`config.mk`:
```
export PLATFORM = sky130hd
export DESIGN_NAME = ahb_apb_bridge_mslv
export DESIGN_NICKNAME = d
export VERILOG_FILES = /design/src/rtl/ahb_apb_bridge_mslv.sv
export SDC_FILE = /design/constraint.sdc
export NUM_CORES = 1
export LEC_CHECK = 0
export ABC_AREA = 0
export BUFFER_PORTS_ARGS = -buffer_cell sky130_fd_sc_hd__buf_4
export CAP_MARGIN = 20
export CORE_AREA = 2 2 120 122
export CTS_BUF_LIST = sky130_fd_sc_hd__clkbuf_4 sky130_fd_sc_hd__clkbuf_8
export DETAILED_ROUTE_END_ITERATION = 12
export DIE_AREA = 0 0 122 124
export PLACE_DENSITY = 0.72
export SLEW_MARGIN = 30
export SYNTH_ARGS = -nofsm -noshare
export SYNTH_HDL_FRONTEND = slang
export SYNTH_SLANG_ARGS = --single-unit
```
`constraint.sdc`:
```
create_clock -name clk -period 3.1 [get_ports clk]
set_input_delay 0.31 -clock clk [delete_from_list [all_inputs] [get_ports clk]]
set_output_delay 0.31 -clock clk [all_outputs]
set_load 0.005 [all_outputs]
```
`src/rtl/ahb_apb_bridge_mslv.sv`:
```
// AHB-to-APB bridge for several APB slaves. The slave is chosen by an index
// field in haddr. The bridge inserts AHB wait states until the selected slave
// asserts pready. A slave error, a decode miss or a pready timeout is returned
// as a two-cycle AHB ERROR response.
module ahb_apb_bridge_mslv #(
  parameter int ADDR_W     = 32,
  parameter int DATA_W     = 32,
  parameter int NUM_SLAVES = 4,
  parameter int SEL_LSB    = 12,
  parameter int TIMEOUT    = 255
) (
  input  logic                         clk,
  input  logic                         rst_n,
  input  logic                         hsel,
  input  logic [ADDR_W-1:0]            haddr,
  input  logic [1:0]                   htrans,
  input  logic                         hwrite,
  input  logic [DATA_W-1:0]            hwdata,
  input  logic                         hready,
  output logic                         hreadyout,
  output logic [DATA_W-1:0]            hrdata,
  output logic                         hresp,
  output logic [ADDR_W-1:0]            paddr,
  output logic [NUM_SLAVES-1:0]        psel,
  output logic                         penable,
  output logic                         pwrite,
  output logic [DATA_W-1:0]            pwdata,
  input  logic [NUM_SLAVES*DATA_W-1:0] prdata,
  input  logic [NUM_SLAVES-1:0]        pready,
  input  logic [NUM_SLAVES-1:0]        pslverr
);

  // The index register keeps at least one bit so that a single-slave build still has a legal width.
  localparam int SEL_W  = (NUM_SLAVES > 1) ? $clog2(NUM_SLAVES) : 1;
  localparam int SEL_W1 = SEL_W + 1;
  localparam int TO_W   = (TIMEOUT > 0) ? $clog2(TIMEOUT + 1) : 1;
  localparam int TO_W1  = TO_W + 1;
  localparam logic [TO_W:0]  TO_LIM = TO_W1'(TIMEOUT);
  localparam logic [SEL_W:0] NS_LIM = SEL_W1'(NUM_SLAVES);
  localparam logic           TO_EN  = (TIMEOUT != 0);

  typedef enum logic [2:0] {
    S_IDLE   = 3'd0,
    S_WDATA  = 3'd1,
    S_SETUP  = 3'd2,
    S_ACCESS = 3'd3,
    S_DONE   = 3'd4,
    S_ERR1   = 3'd5,
    S_ERR2   = 3'd6
  } state_t;

  state_t                  r_state;
  state_t                  w_state_nxt;
  logic [SEL_W-1:0]        r_idx;
  logic [SEL_W-1:0]        w_idx_addr;
  logic [SEL_W-1:0]        w_idx_nxt;
  logic                    w_can_accept;
  logic                    w_accept;
  logic                    w_miss;
  logic                    w_pready_sel;
  logic                    w_pslverr_sel;
  logic [DATA_W-1:0]       w_prdata_sel;
  logic [TO_W-1:0]         r_cnt;
  logic                    w_to_hit;
  logic [NUM_SLAVES-1:0]   w_psel_nxt;
  logic                    w_sel_phase_nxt;
  logic                    w_htrans_unused;

  logic                    r_hreadyout;
  logic [DATA_W-1:0]       r_hrdata;
  logic                    r_hresp;
  logic [ADDR_W-1:0]       r_paddr;
  logic [NUM_SLAVES-1:0]   r_psel;
  logic                    r_penable;
  logic                    r_pwrite;
  logic [DATA_W-1:0]       r_pwdata;

  // Slave index field. A single-slave build has no field and always selects slave 0.
  generate
    if (NUM_SLAVES > 1) begin : g_idx
      assign w_idx_addr = haddr[SEL_LSB +: SEL_W];
    end else begin : g_idx_one
      assign w_idx_addr = '0;
    end
  endgenerate

  // Only htrans[1] separates NONSEQ/SEQ from IDLE/BUSY.
  assign w_htrans_unused = htrans[0];

  // A new transfer is taken only in a state that drives hreadyout high.
  assign w_can_accept = (r_state == S_IDLE) || (r_state == S_DONE) || (r_state == S_ERR2);
  assign w_accept     = w_can_accept & hsel & hready & htrans[1];
  assign w_miss       = ({1'b0, w_idx_addr} >= NS_LIM);
  assign w_idx_nxt    = w_accept ? w_idx_addr : r_idx;

  // The timeout fires in the ACCESS cycle whose increment makes the counter reach TIMEOUT.
  assign w_to_hit = TO_EN && (({1'b0, r_cnt} + TO_W1'(1)) == TO_LIM);

  // Select only the addressed slave's response; all other slaves are ignored.
  always_comb begin
    w_pready_sel  = 1'b0;
    w_pslverr_sel = 1'b0;
    w_prdata_sel  = '0;
    for (int i = 0; i < NUM_SLAVES; i++) begin
      w_pready_sel  = w_pready_sel  | ((r_idx == SEL_W'(i)) & pready[i]);
      w_pslverr_sel = w_pslverr_sel | ((r_idx == SEL_W'(i)) & pslverr[i]);
      w_prdata_sel  = w_prdata_sel  |
                      ({DATA_W{r_idx == SEL_W'(i)}} & prdata[i*DATA_W +: DATA_W]);
    end
  end

  // Next-state logic of the bridge FSM.
  always_comb begin
    w_state_nxt = r_state;
    case (r_state)
      S_IDLE, S_DONE, S_ERR2: begin
        if (w_accept) begin
          if (w_miss) begin
            w_state_nxt = S_ERR1;
          end else if (hwrite) begin
            w_state_nxt = S_WDATA;
          end else begin
            w_state_nxt = S_SETUP;
          end
        end else begin
          w_state_nxt = S_IDLE;
        end
      end
      S_WDATA:  w_state_nxt = S_SETUP;
      S_SETUP:  w_state_nxt = S_ACCESS;
      S_ACCESS: begin
        if (w_pready_sel) begin
          w_state_nxt = w_pslverr_sel ? S_ERR1 : S_DONE;
        end else if (w_to_hit) begin
          w_state_nxt = S_ERR1;
        end else begin
          w_state_nxt = S_ACCESS;
        end
      end
      S_ERR1:   w_state_nxt = S_ERR2;
      default:  w_state_nxt = S_IDLE;
    endcase
  end

  // Build the one-hot select for the next state. The result is zero outside SETUP and ACCESS.
  always_comb begin
    w_sel_phase_nxt = (w_state_nxt == S_SETUP) || (w_state_nxt == S_ACCESS);
    w_psel_nxt      = '0;
    for (int i = 0; i < NUM_SLAVES; i++) begin
      w_psel_nxt[i] = w_sel_phase_nxt & (w_idx_nxt == SEL_W'(i));
    end
  end

  // FSM state register.
  always_ff @(posedge clk or negedge rst_n) begin
    if (!rst_n) begin
      r_state <= S_IDLE;
    end else begin
      r_state <= w_state_nxt;
    end
  end

  // ACCESS cycle counter. It clears when a transfer enters SETUP.
  always_ff @(posedge clk or negedge rst_n) begin
    if (!rst_n) begin
      r_cnt <= '0;
    end else if (w_state_nxt == S_SETUP) begin
      r_cnt <= '0;
    end else if (r_state == S_ACCESS) begin
      r_cnt <= r_cnt + TO_W'(1);
    end
  end

  // Address-phase capture, write data capture and read data return.
  always_ff @(posedge clk or negedge rst_n) begin
    if (!rst_n) begin
      r_paddr  <= '0;
      r_pwrite <= 1'b0;
      r_idx    <= '0;
      r_pwdata <= '0;
      r_hrdata <= '0;
    end else begin
      if (w_accept) begin
        r_paddr  <= haddr;
        r_pwrite <= hwrite;
        r_idx    <= w_idx_addr;
      end
      if (r_state == S_WDATA) begin
        r_pwdata <= hwdata;
      end
      if ((r_state == S_ACCESS) && w_pready_sel && !w_pslverr_sel && !r_pwrite) begin
        r_hrdata <= w_prdata_sel;
      end
    end
  end

  // Handshake outputs, registered from the next state so that they line up with the state.
  always_ff @(posedge clk or negedge rst_n) begin
    if (!rst_n) begin
      r_psel      <= '0;
      r_penable   <= 1'b0;
      r_hreadyout <= 1'b1;
      r_hresp     <= 1'b0;
    end else begin
      r_psel      <= w_psel_nxt;
      r_penable   <= (w_state_nxt == S_ACCESS);
      r_hreadyout <= (w_state_nxt == S_IDLE) || (w_state_nxt == S_DONE) ||
                     (w_state_nxt == S_ERR2);
      r_hresp     <= (w_state_nxt == S_ERR1) || (w_state_nxt == S_ERR2);
    end
  end

  assign hreadyout = r_hreadyout;
  assign hrdata    = r_hrdata;
  assign hresp     = r_hresp;
  assign paddr     = r_paddr;
  assign psel      = r_psel;
  assign penable   = r_penable;
  assign pwrite    = r_pwrite;
  assign pwdata    = r_pwdata;

endmodule
```
==> impl_metrics.csv, run 1 <==
group,metric,value,unit
clocking,h-tree-depth,4,
cells_and_area,fin_cells,921,
clocking,clock-sinks,117,
synthesis,synth_fp_nets,625,
global_route,grt_max_degree,68,
run,drv_cap,0,
sta,finClkSkew,9.62,ps
route,drc,0,
critical_path,worstPathArrival,2570,ps
power,p_sw_share,31.3,%
cells_and_area,final_common_cell,"buf_4",
synthesis,yosys_register_bits,117,
critical_path,reg2reg_depth,5,
sta,rsz0062_at_grt,"no",
clocking,cts_setup_buffers,0,
power,power_frac_seq,36.2,%
sta,period_minus_slack,2240,ps
floorplan,core_area,13700,um^2
route,drt-total-wl,16.7,mm
critical_path,cpPeakStageDelay,580,ps
power,finalPower,0.00750,W
placement,gp_congestion,0.805,
critical_path,critPathKind,"flop to flop",
cells_and_area,utilization,61.7,%
clocking,root_buffer,"clkbuf_8",
power,internal_power,0.00515,W
synthesis,avgSynthCellArea,13.3,um^2
cells_and_area,drive_above_1_share,56.5,%
critical_path,cp-start-kind,"flop",
sta,hold_viol_final,0,
route,vias,4582,
critical_path,cp.buffers_inverters,1,
placement,numPortBuffers,309,
cells_and_area,final_cell_mix,"buf_4 (314), dfrtp_1 (115), nand2_1 (107)",
clocking,cts_tree,"built",
sta,drv_slew,0,
sta,finalCritPeriodShare,72.4,%
sta,fmax,0.446,GHz
synthesis,synth.distinct_cells,38,
critical_path,worstSetupPathDepth,5,
synthesis,synth_warnings,0,
floorplan,num_rows,43,
power,power.leakage,4.30,nW
power,power_switching,0.00235,W
global_route,antenna_found_initial,0,
clocking,clk_latency,430,ps
sta,fin_setup_tns,0,ps
floorplan,die_w,122,um
worst_hold_path,hold_class,"primary input to flop",
route,detail_route.wl_per_cell,18.1,um
clocking,cts_resized,0,
synthesis,syn_area,5540,um^2
global_route,gr-usage-all-layers,21.6,%
critical_path,cp_max_fo,27,
power,power_frac_comb,45.0,%
cells_and_area,nFillCells,1134,
power,power_density,885,nW/um^2
floorplan,io-pin-count,311,
cells_and_area,syn2layout_area_growth,52.8,%
worst_hold_path,whs_path_depth,3,
global_route,grt_pass1_vias,4749,
global_route,grt_overflow,0,
clocking,cts_buffer_depth,2,
floorplan,fp.dieH,124,um
critical_path,path_cells,"buf_4 > mux4_2 > nand3_1 > o211ai_1 > nor4bb_1",
synthesis,synth-seq-area-share,52.8,%
sta,slew_headroom,59.3,%
power,p_clk_share,18.8,%
floorplan,start_util,40.4,%
placement,place_hpwl,12.8,mm
sta,worst_pin_slew,611,ps
route,drt-initial-drc-count,232,
critical_path,critical-path-slowest-cell,"dfrtp_2",
power,ir_drop,0.389,mV
synthesis,synthCells,416,
route,firstDrtPassIters,4,
status,status,"finished clean",
sta,whs,66.5,ps
floorplan,dieArea,15100,um^2
sta,setup_viol,0,
placement,dp.cells,888,
critical_path,worst_setup_path_end_kind,"flop",
cells_and_area,fin_nets,939,
clocking,path_clk_slew,70,ps
critical_path,cp_top_family,"flip-flops",
critical_path,required,3430,ps
route,final_antenna_net_count,0,
global_route,grt_pass1_wl,24.5,mm
route,drt-vias-per-instance,4.98,
clocking,cts_buffers,17,
cells_and_area,diodes,0,
worst reg2reg max path, cell delays in order (launching register included):
cell and delay, ps:
dfrtp_2 580, buf_4 510, mux4_2 430, nand3_1 120, o211ai_1 190, nor4bb_1 310
metrics by stage:
step                      area [um^2]  setup slack [ps]
final                            8470               856
after detailed placement         8000               784
after global placement           8000               797
after CTS                        8400               787
after floorplan                  5540              1060
after global routing             8470               620
logic make-up (layout without fill, tap and decap cells):
logic type	Yosys count	after routing	synth area share, %
mux	100	100	29.2
fa+ha+maj	2	2	0.451
simple gates	151	151	11.9
buf+inv	27	352	3.11
xor+xnor	7	7	1.11
flops	117	117	52.8
compound gates	12	12	1.35
cell usage after synthesis:
| master | instances | area, um^2 |
|---|---|---|
| nor3b_1 | 1 | 7.51 |
| nor2_1 | 13 | 48.8 |
| dfrtp_1 | 116 | 2900 |
| nand2b_1 | 6 | 37.5 |
| nand2_1 | 107 | 402 |
| nor4bb_1 | 1 | 10.0 |
| nand3_1 | 5 | 25.0 |
| mux2_2 | 3 | 33.8 |
| clkbuf_1 | 12 | 45.0 |
| o21ai_1 | 4 | 20.0 |
| mux2_4 | 30 | 450 |
| and3_1 | 1 | 6.26 |
| or3_1 | 2 | 12.5 |
| nor4_1 | 1 | 6.26 |
| mux2i_1 | 1 | 10.0 |
| ha_1 | 2 | 25.0 |
| a21oi_1 | 3 | 15.0 |
| dfstp_2 | 1 | 26.3 |
| buf_6 | 2 | 22.5 |
| xnor2_1 | 5 | 43.8 |
| nor3_1 | 2 | 10.0 |
| and3b_1 | 1 | 8.76 |
| nand3b_1 | 2 | 15.0 |
| nand4b_1 | 2 | 17.5 |
| a2bb2oi_1 | 2 | 17.5 |
| nor2b_1 | 2 | 12.5 |
| buf_2 | 6 | 30.0 |
| xor2_1 | 2 | 17.5 |
| nand4_1 | 1 | 6.26 |
| mux2_1 | 32 | 360 |
| a31oi_1 | 1 | 6.26 |
| o32ai_1 | 1 | 8.76 |
| or4_1 | 2 | 15.0 |
| inv_1 | 4 | 15.0 |
| buf_12 | 3 | 60.1 |
| mux4_2 | 34 | 766 |
| o211ai_1 | 1 | 7.51 |
| and4b_1 | 2 | 20.0 |
power by group through the flow:
stage | logic, W | clock network [W] | registers [W]
6_report | 0.00338 | 0.00141 | 0.00271
3_3_place_gp | 0.00331 | 0 | 0.00270
2_1_floorplan | 0.00176 | 0 | 0.00265
4_1_cts | 0.00338 | 0.00145 | 0.00271
3_5_place_dp | 0.00336 | 0 | 0.00272
5_1_grt | 0.00365 | 0.00153 | 0.00280
what timing repair did:
action	4_1_cts	5_1_grt
hold endpoints to repair	0	16
setup endpoints to repair	0	0
hold buffers	0	1
registers in the layout, summed over array words and instances, names as in the netlist, 2 cells and up:
signal	count
hrdata	32
paddr	32
pwdata	32
r_cnt	8
psel	4
r_state	3
r_idx	2
layout make-up:
type                       instances  area (um^2)  area share [%]
timing repair buffer             318         2440            28.8
clock buffer                      26          333            3.93
tap                              180          225            2.66
inverter                           4         15.0           0.177
sequential                       117         2930            34.6
multi-input combinational        272         2450            29.0
clock inverter                     4         70.1           0.827
routing by layer:
| layer | GRT usage [%] | up-vias | wire length, um |
|---|---|---|---|
| met5 | 0 | - | 0 |
| met3 | 6.23 | 39 | 1230 |
| met2 | 37.3 | 205 | 8820 |
| met4 | 10.6 | 0 | 516 |
| met1 | 24.5 | 2250 | 6090 |
| li1 | - | 2088 | - |
final timing paths:
check	startpoint	end	slack, ps
setup / recovery	r_idx[0]	psel[0]	860
hold reg to reg	paddr[13]	paddr[13]	480
max in group asynchronous	rst_n	hreadyout	1900
min in group asynchronous	rst_n	r_cnt[5]	290
setup reg to reg	r_idx[0]	psel[0]	860
hold / removal	haddr[24]	paddr[24]	70
(Power assumes the default switching activity.)
==> run 2: changes to the inputs <==
==> constraint.sdc (replaced) <==
create_clock -name clk -period 2.3 [get_ports clk]
set_input_delay 0.23 -clock clk [delete_from_list [all_inputs] [get_ports clk]]
set_output_delay 0.23 -clock clk [all_outputs]
set_load 0.005 [all_outputs]
==> run 2 against run 1 <==
  * Critical endpoint is now hrdata[31]
  * Sequential share of layout area down 2.2 points
  * Critical path type unchanged
  * Fmax up 8.7%
  * Via count up 6.5%
  * Register-to-register slack worse by 620 ps
  * Critical path depth down 1
  * Clock skew up 0.51 ps
  * Total power up 36%
  * Sequential power up 33%
==> impl_metrics.csv, run 2 (synthesized netlist as in run 1, its figures left out) <==
group,metric,value,unit
floorplan,io-pin-count,311,
worst_hold_path,min-delay-start,"hwdata[8]",
placement,numPortBuffers,309,
clocking,cts_tree,"built",
critical_path,timing.rr.end,"hrdata[31]",
critical_path,critPathCapture,"hrdata[31]",
critical_path,worstSetupStartpoint,"r_idx[1]",
power,power_density,1130,nW/um^2
critical_path,cp_max_fo,32,
sta,slew_headroom,59.6,%
placement,place_hpwl,13.1,mm
cells_and_area,drive_above_1_share,52.8,%
power,ir_drop,0.660,mV
status,status,"finished clean",
power,finalPower,0.0102,W
cells_and_area,syn2layout_area_growth,63.2,%
floorplan,dieArea,15100,um^2
placement,placed_cell_area,8070,um^2
route,firstDrtPassIters,7,
power,p_sw_share,31.8,%
worst_hold_path,hold_class,"primary input to flop",
clocking,h-tree-depth,4,
power,power_switching,0.00325,W
sta,hold_viol_final,0,
floorplan,fp.dieH,124,um
cells_and_area,diodes,0,
sta,drv_slew,0,
clocking,clk_latency,430,ps
route,drt-vias-per-instance,4.97,
clocking,cts_resized,0,
cells_and_area,final_cell_mix,"buf_4 (318), dfrtp_1 (115), nand2_1 (107)",
critical_path,reg2reg_depth,4,
critical_path,critPathKind,"flop to flop",
sta,finClkSkew,10.1,ps
cells_and_area,final_common_cell,"buf_4",
sta,fmax,0.484,GHz
power,internal_power,0.00697,W
clocking,cts_buffer_depth,2,
sta,period_minus_slack,2060,ps
power,p_clk_share,17.8,%
global_route,grt_overflow,0,
floorplan,core_area,13700,um^2
cells_and_area,fin_nets,1000,
critical_path,worstPathArrival,2370,ps
critical_path,reg2reg_from,"r_idx[1]",
sta,rsz0062_at_grt,"no",
sta,fin_setup_tns,0,ps
floorplan,start_util,40.4,%
global_route,grt_pass1_vias,5032,
sta,worst_pin_slew,601,ps
placement,gp_congestion,0.800,
global_route,gr-usage-all-layers,23.5,%
critical_path,reg2reg_slack,240,ps
power,power.leakage,4.55,nW
power,power_frac_seq,35.2,%
run,drv_cap,0,
global_route,grt_pass1_wl,26.3,mm
critical_path,worst_setup_path_end_kind,"flop",
route,detail_route.wl_per_cell,18.4,um
critical_path,cp-start-kind,"flop",
sta,whs,34.9,ps
route,drt-initial-drc-count,279,
clocking,root_buffer,"clkbuf_8",
clocking,clock-sinks,117,
global_route,antenna_found_initial,0,
cells_and_area,final_area,9050,um^2
cells_and_area,utilization,65.9,%
sta,setup_viol,0,
global_route,grt_max_degree,62,
power,power_frac_comb,47.0,%
critical_path,required,2610,ps
route,vias,4881,
route,drc,0,
clocking,path_clk_slew,60,ps
sta,finalCritPeriodShare,89.8,%
clocking,cts_buffers,17,
route,drt-total-wl,18.0,mm
floorplan,die_w,122,um
route,final_antenna_net_count,0,
worst_hold_path,whs_path_depth,2,
floorplan,num_rows,43,
==> run 2: changes by cell type in the layout (fill, tap and decap cells not counted) <==
cell,change
bufinv_16,-1
buf_4,+4
buf_16,-2
clkbuf_4,+1
clkbuf_8,+1
buf_12,+2
dlygate4sd3_1,+57
==> run 2: per-layer routing <==
metal	global-route usage [%]	share of wire, %	vias to the layer above
li1	-	-	2213
met1	26.3	36	2413
met2	42.2	54	211
met3	6.14	6.4	44
met4	10.3	3.2	0
met5	0	0	-
==> run 2: area by class of cell <==
type / count / area, um^2
Clock buffer: 28 / 354
Timing Repair Buffer: 379 / 3030
Tap cell: 180 / 225
Multi-Input combinational cell: 272 / 2450
Inverter: 4 / 15.0
Fill cell: 991 / 4670
Sequential cell: 117 / 2930
Clock inverter: 3 / 40.0
==> run 2: stage by stage <==
stage | setup slack [ps] | std cells
after global placement | 195 | 894
final | 236 | 983
after CTS | 235 | 983
after detailed placement | 187 | 894
after global routing | 139 | 983
after floorplan | 259 | 416
==> run 2: worst min-delay path by stage <==
stage / to / slack, ps
floorplan: hrdata[0] / -70
global placement: r_cnt[6] / 180
detailed placement: r_cnt[6] / 190
CTS: pwdata[30] / 1
global route: pwdata[8] / 3
finish: pwdata[8] / 30
==> run 2: what timing repair did <==
item / CTS / global route
hold buffers: 58 / 0
buffers inserted: 0 / 0
endpoints found under the hold margin: 84 / 0
==> run 2: worst max-delay path, cell delays in order (launching register included) <==
cell	delay (ps)
dfrtp_1	380
mux4_2	550
or3_2	460
buf_12	210
mux2_1	330
==> run 2: power by group through the flow <==
stage          Sequential, W  Combinational (W)  Clock [W]
2_1_floorplan        0.00358            0.00237          0
3_3_place_gp         0.00357            0.00463          0
5_1_grt              0.00371            0.00515    0.00196
3_5_place_dp         0.00362            0.00474          0
4_1_cts              0.00359            0.00484    0.00188
6_report             0.00360            0.00480    0.00182
